==> src/rtl/sqrt_pkg.sv <==
// rtl/sqrt_pkg.sv - shared FSM state type and default parameters for the square-root unit
package sqrt_pkg;

  localparam int SQRT_WIDTH = 16;
  localparam int SQRT_ROUND = 0;

  typedef enum logic [1:0] {
    IDLE = 2'd0,
    RUN  = 2'd1,
    DONE = 2'd2
  } state_t;

endpackage

==> src/rtl/sqrt_step.sv <==
// rtl/sqrt_step.sv - one restoring square-root iteration: trial subtract, select, shift
module sqrt_step #(
  parameter int WIDTH = 16
) (
  input  logic [WIDTH/2:0]   rem_in,
  input  logic [WIDTH/2-1:0] root_in,
  input  logic [1:0]         pair,
  output logic [WIDTH/2:0]   rem_out,
  output logic [WIDTH/2-1:0] root_out
);

  localparam int H  = WIDTH / 2;
  localparam int RW = H + 3;

  logic [RW-1:0] shifted;
  logic [RW-1:0] trial;
  logic [RW-1:0] diff;
  logic          unused_diff;

  assign shifted = {rem_in, pair};
  assign trial   = {1'b0, root_in, 2'b01};
  assign diff    = shifted - trial;

  // The surviving remainder never exceeds 2r, so only its low H+1 bits are live.
  assign unused_diff = ^diff[RW-1:H+1];

  always_comb begin
    if (shifted >= trial) begin
      rem_out  = diff[H:0];
      root_out = {root_in[H-2:0], 1'b1};
    end else begin
      rem_out  = shifted[H:0];
      root_out = {root_in[H-2:0], 1'b0};
    end
  end

endmodule

==> src/rtl/sqrt_unit.sv <==
// rtl/sqrt_unit.sv - iterative integer square root, one root bit per cycle, optional rounding
module sqrt_unit
  import sqrt_pkg::*;
#(
  parameter int WIDTH = SQRT_WIDTH,
  parameter int ROUND = SQRT_ROUND
) (
  input  logic               Clk,
  input  logic               Reset,
  input  logic               Start,
  input  logic [WIDTH-1:0]   Operand,
  output logic [WIDTH/2-1:0] Root,
  output logic [WIDTH/2:0]   Remainder,
  output logic               Busy,
  output logic               Ack
);

  localparam int H  = WIDTH / 2;
  localparam int CW = $clog2(H) + 1;
  localparam logic [CW-1:0] LAST = CW'(H - 1);

  state_t state;
  state_t next_state;

  logic             accept;
  logic             last;
  logic [WIDTH-1:0] x_q;
  logic [H:0]       rem_q;
  logic [H-1:0]     part_q;
  logic [CW-1:0]    cnt_q;
  logic [H-1:0]     root_q;
  logic [H:0]       remd_q;
  logic [H:0]       step_rem;
  logic [H-1:0]     step_root;
  logic [H-1:0]     rounded;

  assign accept = Start && (state == IDLE || state == DONE);
  assign last   = (cnt_q == LAST);

  sqrt_step #(.WIDTH(WIDTH)) u_step (
    .rem_in  (rem_q),
    .root_in (part_q),
    .pair    (x_q[WIDTH-1:WIDTH-2]),
    .rem_out (step_rem),
    .root_out(step_root)
  );

  always_ff @(posedge Clk) begin
    if (Reset) state <= IDLE;
    else       state <= next_state;
  end

  always_comb begin
    next_state = state;
    case (state)
      IDLE:    if (accept) next_state = RUN;
      RUN:     if (last)   next_state = DONE;
      DONE:    next_state = accept ? RUN : IDLE;
      default: next_state = IDLE;
    endcase
  end

  always_comb begin
    Busy      = 1'b0;
    Ack       = 1'b0;
    Root      = root_q;
    Remainder = remd_q;
    if (Reset) begin
      Root      = '0;
      Remainder = '0;
    end else begin
      Busy = (state == RUN);
      Ack  = (state == DONE);
    end
  end

  // Round up when the floor remainder exceeds r, but never wrap an all-ones root.
  always_comb begin
    rounded = step_root;
    if (ROUND != 0 && ({1'b0, step_root} < step_rem) && (step_root != '1))
      rounded = step_root + H'(1);
  end

  always_ff @(posedge Clk) begin
    if (Reset) begin
      x_q    <= '0;
      rem_q  <= '0;
      part_q <= '0;
      cnt_q  <= '0;
      root_q <= '0;
      remd_q <= '0;
    end else if (accept) begin
      x_q    <= Operand;
      rem_q  <= '0;
      part_q <= '0;
      cnt_q  <= '0;
    end else if (state == RUN) begin
      x_q    <= {x_q[WIDTH-3:0], 2'b00};
      rem_q  <= step_rem;
      part_q <= step_root;
      cnt_q  <= cnt_q + CW'(1);
      if (last) begin
        root_q <= rounded;
        remd_q <= step_rem;
      end
    end
  end

endmodule

==> config.mk <==
export PLATFORM = sky130hd
export DESIGN_NAME = sqrt_unit
export DESIGN_NICKNAME = d
export VERILOG_FILES = /design/src/rtl/sqrt_pkg.sv /design/src/rtl/sqrt_step.sv /design/src/rtl/sqrt_unit.sv
export SDC_FILE = /design/constraint.sdc
export NUM_CORES = 1
export LEC_CHECK = 0
export CAP_MARGIN = 20
export CORE_MARGIN = 3
export CORE_UTILIZATION = 25
export DETAILED_ROUTE_END_ITERATION = 10
export GPL_ROUTABILITY_DRIVEN = 0
export PLACE_DENSITY = 0.51
export SLEW_MARGIN = 25
export SYNTH_ARGS = -nofsm -noshare
export SYNTH_HDL_FRONTEND = slang
export SYNTH_SLANG_ARGS = --single-unit
==> constraint.sdc <==
create_clock -name Clk -period 6.3 [get_ports Clk]
set_clock_uncertainty 0.05 [all_clocks]
set_input_delay 0.63 -clock Clk [delete_from_list [all_inputs] [get_ports Clk]]
set_output_delay 0.63 -clock Clk [all_outputs]
set_load 0.05 [all_outputs]
**Word-level counts from Yosys, hierarchy flattened**

Cells that the tools add are included.
W data, S select, Z words.

- $add $sub $neg: 2
- Magnitude comparators: 1
- Equal/unequal tests: 5
- Muxes and demuxes: 12
- Bitwise gates (word level): 1
- Reductions and logical operators: 7

Operators with widths:

| kind | count |
|---|---|
| $mux W16 | 2 |
| $mux W9 | 2 |
| $ge A11 B10 Y1 | 1 |
| $sub A9 B9 Y9 | 1 |
| $mux W8 | 1 |
| $pmux W2 S3 | 1 |
| $add A4 B1 Y4 const B | 1 |
| $eq A4 B3 Y1 const B | 1 |
| $mux W1 | 4 |
| $mux W2 | 2 |
| $ne A2 B2 Y1 const B | 2 |
| $reduce_and A3 Y1 | 1 |
| $eq A2 B1 Y1 const B | 1 |
| $eq A2 B2 Y1 const B | 1 |
| $logic_not A2 Y1 | 1 |
| $reduce_and A2 Y1 | 1 |
| $reduce_bool A2 Y1 | 1 |
| $reduce_or A2 Y1 | 1 |
| $logic_and A1 B1 Y1 | 1 |
| $logic_or A1 B1 Y1 | 1 |
| $not A1 Y1 | 1 |

- Bits in registers: 56
- Input port bits: 19
- Output and inout bits: 19
- Word-level logic and storage cells: 35

**Depth between registers and ports, before layout**

Gate-level depths: netlist of the first run.

- Word-level depth: 5
- Gate-level depth with buffers: 9
- Gate-level depth less buffers: 8

**Cells and area by module**

Synthesis of the first run repeated with hierarchy kept, for this count alone.

- Cells, all modules: 344
- Area total of the unflattened synthesis: 2,889.0 um2

By module, submodules not included:

| module | instances | cells an instance | area each (um2) | seq. area each (um2) |
|---|---|---|---|---|
| sqrt_unit | 1 | 263 | 2,282.2 | 1,121.1 |
| sqrt_step | 1 | 81 | 606.8 | 0.0 |

**Least setup slack after synthesis of the first run**

OpenSTA, ideal clock, no wires.

- Kind: input-to-output
- From: in Reset
- To: out Ack
- Arrival time: 2.407 ns
- Required time: 5.620 ns
- Slack: 3.213 ns
- Stages: 4
- Buffers on the path: 3
- Cell sequence: clkbuf_1 > clkbuf_1 > buf_1 > nor3b_1

- Cells in the longest elaborated chain, start to end: 1

RTL lines:

| item | RTL line | RTL |
|---|---|---|
| start: declaration | sqrt_unit.sv:9 | `input logic Reset,` |
| $mux W1 | sqrt_unit.sv:68 | `if (Reset) begin` |
| end: declaration | sqrt_unit.sv:15 | `output logic Ack` |

Every way passes these cells.

==> results of run 1 <==
worst max-delay path, stage by stage:
cell             delay, ns
clkdlybuf4s50_1       0.40
nand2b_1              0.07
buf_4                 0.28
nor2b_1               0.57
nand2_2               0.19
inv_1                 0.09
clkdlybuf4s50_1       0.80
per-layer routing:
layer | vias to the layer above | routed length, um | track usage (%)
li1 | 1194 | - | -
met1 | 1065 | 3290 | 16.9
met2 | 56 | 3000 | 17.7
met3 | 7 | 320 | 2.17
met4 | 0 | 53 | 2.94
met5 | - | 0 | 0
cells in the final DEF, fill, tap and decap left out, drive strengths merged, types with 2 or more instances in the layout:
cell type,count
nor3,15
a21oi,30
nand3b,3
a21o,3
a311oi,7
nand4,3
nand3,7
nor2,31
a2bb2oi,10
dfxtp,56
or4,2
o211ai,2
mux2i,6
o21ai,13
buf,5
nor2b,21
o22ai,8
nand2b,5
ha,11
nor3b,2
clkdlybuf4s50,37
xor2,3
clkbuf,5
xnor2,4
a211oi,4
and2,2
inv,15
nand2,35
how the worst min path moves through the flow:
| stage | end | slack (ns) |
|---|---|---|
| 2_1_floorplan | part_q[7] | 0.39 |
| 3_3_place_gp | part_q[7] | 0.40 |
| 3_5_place_dp | part_q[3] | 0.41 |
| 4_1_cts | part_q[3] | 0.42 |
| 5_1_grt | part_q[7] | 0.46 |
| 6_report | part_q[3] | 0.42 |
synthesized netlist by cell type, types with 7 or more instances:
library cell	n	share of area, %
a2bb2oi_1	10	3.2
nand2_1	34	4.7
a311oi_1	7	2.3
inv_1	14	1.9
nand3_1	7	1.3
dfxtp_1	56	42
o22ai_1	8	1.9
a21oi_1	30	5.6
nor3_1	15	2.8
o21ai_0	9	1.7
clkbuf_1	13	1.8
ha_1	11	5.1
nor2_1	30	4.2
nor2b_1	21	4.9
registers in the layout (all words and copies together), names as in the netlist:
register  cells
cnt_q         4
part_q        8
rem_q         9
remd_q        9
root_q        8
state         2
x_q          16
power by group:
group          internal (mW)  switching [mW]  total (mW)  leakage [nW]
registers              0.370          0.0113       0.382         0.456
logic                 0.0903           0.124       0.214         0.702
clock network         0.0795           0.128       0.208        0.0445
cell families (layout without fill, tap and decap cells):
family          Yosys count  count (layout)  synth area share, %
fa+ha+maj                11              11                 5.11
xor+xnor                  7               7                 2.27
flops                    56              56                 41.6
mux                       7               7                 2.79
compound gates           82              82                 19.5
buf+inv                  33              64                 5.20
simple gates            128             128                 23.5
layout make-up:
cell class	instances	area, sq um
inverters	14	52.6
flip-flops and latches	56	1120
clock inverters	3	21.3
clock buffers	5	68.8
multi-input cells	235	1440
repair buffers	42	408
well taps	136	170
fillers	1137	7140
per-stage QoR:
step                      setup slack, ns  std cells  area [sq um]  total power [mW]
after floorplan                      3.21        324          2700             0.554
after global placement               2.65        483          3190             0.604
after detailed placement             2.58        483          3190             0.604
after CTS                            2.57        491          3280             0.813
after global routing                 2.38        491          3280             0.853
final                                2.59        491          3280             0.804
==> qor.yml, run 1 <==
syn_nets: 354
cts.sinks: 56
dr_total_vias: 2322
drive_gt1_share_pct: 5.63
grt_pass1_wl_mm: 11.1
coreArea_sq_um: 10400
min_period_ns: 3.71
diodes: 0
fmax_ghz: 0.270
final.period_utilization_pct: 58.9
io_pins: 38
cts_setup_buffers: 0
power-per-cell-area_nw_per_um2: 245
finalSetupTns_ns: 0
final_core_util_pct: 31.5
numPortBuffers: 37
hold_class: "flip-flop to flip-flop"
status: "finished clean"
insertion_delay_ns: 0.32
wl_per_cell_um: 13.6
die_h_um: 110
syn_inst: 324
worst_pin_slew_ns: 0.667
grt.overflow.total: 0
reg2reg_slack_ns: 3.90
synth-seq-area-share_pct: 41.6
netlist_area_sq_um: 2700
worstPathRequired_ns: 5.62
maxSlewHeadroom_pct: 55.4
clock-root-buffer: "clkbuf_8"
nNetsFinal: 384
worstSetupEndpointType: "output pin"
setup_violations: 0
synthFlopType: "dfxtp_1"
ys_ff_latch: 56
arrival_ns: 3.03
cts_max_path_buffers: 2
antenna_found_initial: 0
dp_hpwl_mm: 4.67
ys_types: 43
core.rowCount: 37
h-tree-depth: 2
report.final.slew_viol_count: 0
rsz0062_at_grt: "no"
syn_area_per_cell_sq_um: 8.32
chipWidth_um: 110
drt_iter0_markers: 110
route.detailed.drc: 0
cts_hold_buf: 0
drtAntennaViolNets: 0
path_class: "input pin to output pin"
reg2reg_from: "part_q[6]"
viasPerCell: 4.73
hold_viol: 0
crit_path_start_kind: "input pin"
leakage_nw: 1.20
critPathMaxFanout: 27
gr-usage-all-layers_pct: 11.7
grt_pass1_vias: 2169
worstSetupEndpoint: "Busy"
max-vdd-ir-drop_mv: 0.0919
holdPathStages: 2
start_util_pct: 25.9
startpoint: "Start"
synthToLayoutAreaGrowth_pct: 21.6
async_flop_share_pct: 0
r2r-end: "rem_q[6]"
rr_worst_depth: 8
hold_slack_ns: 0.424
clk_pin_slew_worst_paths_ns: 0.10
cap_violations: 0
numCtsBuffers: 5
yosysWarnings: 0
synth_edf_count: 0
drt_wl_total_mm: 6.66
die_area_sq_um: 12100
firstDrtPassIters: 4
min_from: "part_q[2]"
cts_resized: 0
cts_tree: "built"
grt_max_degree: 40
Note: power is estimated with default switching activity, not from simulation.
==> run 2: changes to the inputs <==
--- a/config.mk
+++ b/config.mk
@@ -10,7 +10,7 @@
 export CORE_UTILIZATION = 25
 export DETAILED_ROUTE_END_ITERATION = 10
 export GPL_ROUTABILITY_DRIVEN = 0
-export PLACE_DENSITY = 0.51
+export PLACE_DENSITY = 0.52
 export SLEW_MARGIN = 25
 export SYNTH_ARGS = -nofsm -noshare
 export SYNTH_HDL_FRONTEND = slang
==> constraint.sdc (replaced) <==
create_clock -name Clk -period 3.3 [get_ports Clk]
set_clock_uncertainty 0.05 [all_clocks]
set_input_delay 0.33 -clock Clk [delete_from_list [all_inputs] [get_ports Clk]]
set_output_delay 0.33 -clock Clk [all_outputs]
set_load 0.05 [all_outputs]
==> run 2 against run 1 <==
Net effect: sequential power up 91%; via count up 1.3%; critical path depth up 1.
==> qor.yml, run 2 (synthesized netlist as in run 1, its figures left out) <==
dr_total_vias: 2352
h-tree-depth: 2
cts_setup_buffers: 0
viasPerCell: 4.77
route.detailed.drc: 0
path_buf_inv: 1
report.final.slew_viol_count: 0
finalSetupTns_ns: 0
chipWidth_um: 110
clock-root-buffer: "clkbuf_8"
final_common_cell: "dfxtp_1"
max-vdd-ir-drop_mv: 0.201
final.period_utilization_pct: 71.2
worstSetupEndpointType: "flip-flop"
hold_viol: 0
cts_resized: 0
coreArea_sq_um: 10400
critPathMaxStageDelay_ns: 0.37
power-per-cell-area_nw_per_um2: 473
grt.overflow.total: 0
cts_tree: "built"
finalPower_mw: 1.54
drt_wl_total_mm: 6.72
worst_pin_slew_ns: 0.852
die_area_sq_um: 12100
top_regs: "x_q x16, rem_q x9, remd_q x9"
crit_path_start_kind: "flip-flop"
setup_violations: 0
synthToLayoutAreaGrowth_pct: 21.0
fmax_ghz: 0.426
grt_pass1_vias: 2240
cts.sinks: 56
die_h_um: 110
clk_pin_slew_worst_paths_ns: 0.10
firstDrtPassIters: 4
path_class: "flip-flop to flip-flop"
min_period_ns: 2.35
dp_hpwl_mm: 4.82
place_ws_ns: 0.982
io_pins: 38
drt_iter0_markers: 77
antenna_found_initial: 0
cpMaxStageDelayCell: "dfxtp_1"
final_area_sq_um: 3260
placed_area_sq_um: 3170
mostFrequentLayoutCells: "dfxtp_1 (56), nand2_1 (34), nor2_1 (30), a21oi_1 (30), buf_4 (25)"
numPortBuffers: 37
cap_violations: 0
numCtsBuffers: 5
drive_gt1_share_pct: 11.2
start_util_pct: 25.9
grt_pass1_wl_mm: 10.9
status: "finished clean"
cts_max_path_buffers: 2
gr-usage-all-layers_pct: 11.3
cp_cell_sequence: "inv_1 > ha_1 > a21o_1 > o21bai_1 > o21ai_2 > and2_4 > mux2i_1 > a21oi_1"
regMostFlops: "x_q"
largest_register_ffs: 16
wl_per_cell_um: 13.6
nNetsFinal: 386
rsz0062_at_grt: "no"
drtAntennaViolNets: 0
grt_max_degree: 36
leakage_nw: 1.25
critPathMaxFanout: 13
worstPathRequired_ns: 3.44
core.rowCount: 37
diodes: 0
hold_class: "flip-flop to flip-flop"
cp_top_family: "compound AO/OA/AOI/OAI gates"
arrival_ns: 2.48
cts_hold_buf: 0
maxSlewHeadroom_pct: 43.0
insertion_delay_ns: 0.31
setup_ws_ns: 0.950
-- run 2: final cells by class --
cell class              count  area, sq um
well taps                 136          170
clock inverters             1         7.51
multi-input cells         235         1440
inverters                  14         52.6
fillers                  1139         7150
repair buffers             44          388
clock buffers               7         86.3
flip-flops and latches     56         1120
-- run 2: where the power goes --
group          internal [mW]  leakage (nW)  switching, mW
combinational          0.175         0.753          0.238
sequential             0.707         0.456         0.0222
clock                  0.171        0.0445          0.230
-- run 2: worst min-delay path, cell delays in order (launching register included) --
cell and delay (ns):
dfxtp_1 0.33, nand2_1 0.05, a21oi_1 0.05
-- run 2: layer usage --
layer | GRT usage [%] | vias to the layer above | part of all wire (%)
met2 | 18.1 | 49 | 46
li1 | - | 1192 | -
met3 | 2.29 | 7 | 3.4
met1 | 15.3 | 1104 | 48
met4 | 3.74 | 0 | 1.8
met5 | 0 | - | 0
-- run 2: metrics by stage --
stage               hold WS, ns  instances  util, %
global placement          0.400        485     30.4
detailed placement        0.403        485     30.4
finish                    0.422        493     31.3
floorplan                 0.386        324        -
global route              0.433        493     31.3
CTS                       0.423        493     31.3
-- run 2: path summary, 6_finish.rpt --
| path | startpoint | endpoint | slack [ns] | cells past startpoint |
|---|---|---|---|---|
| setup / recovery | part_q[4] | rem_q[6] | 0.95 | 8 |
| hold / removal | part_q[0] | part_q[1] | 0.42 | 2 |
| setup reg to reg | part_q[4] | rem_q[6] | 0.95 | 8 |
| hold reg to reg | part_q[0] | part_q[1] | 0.42 | 2 |
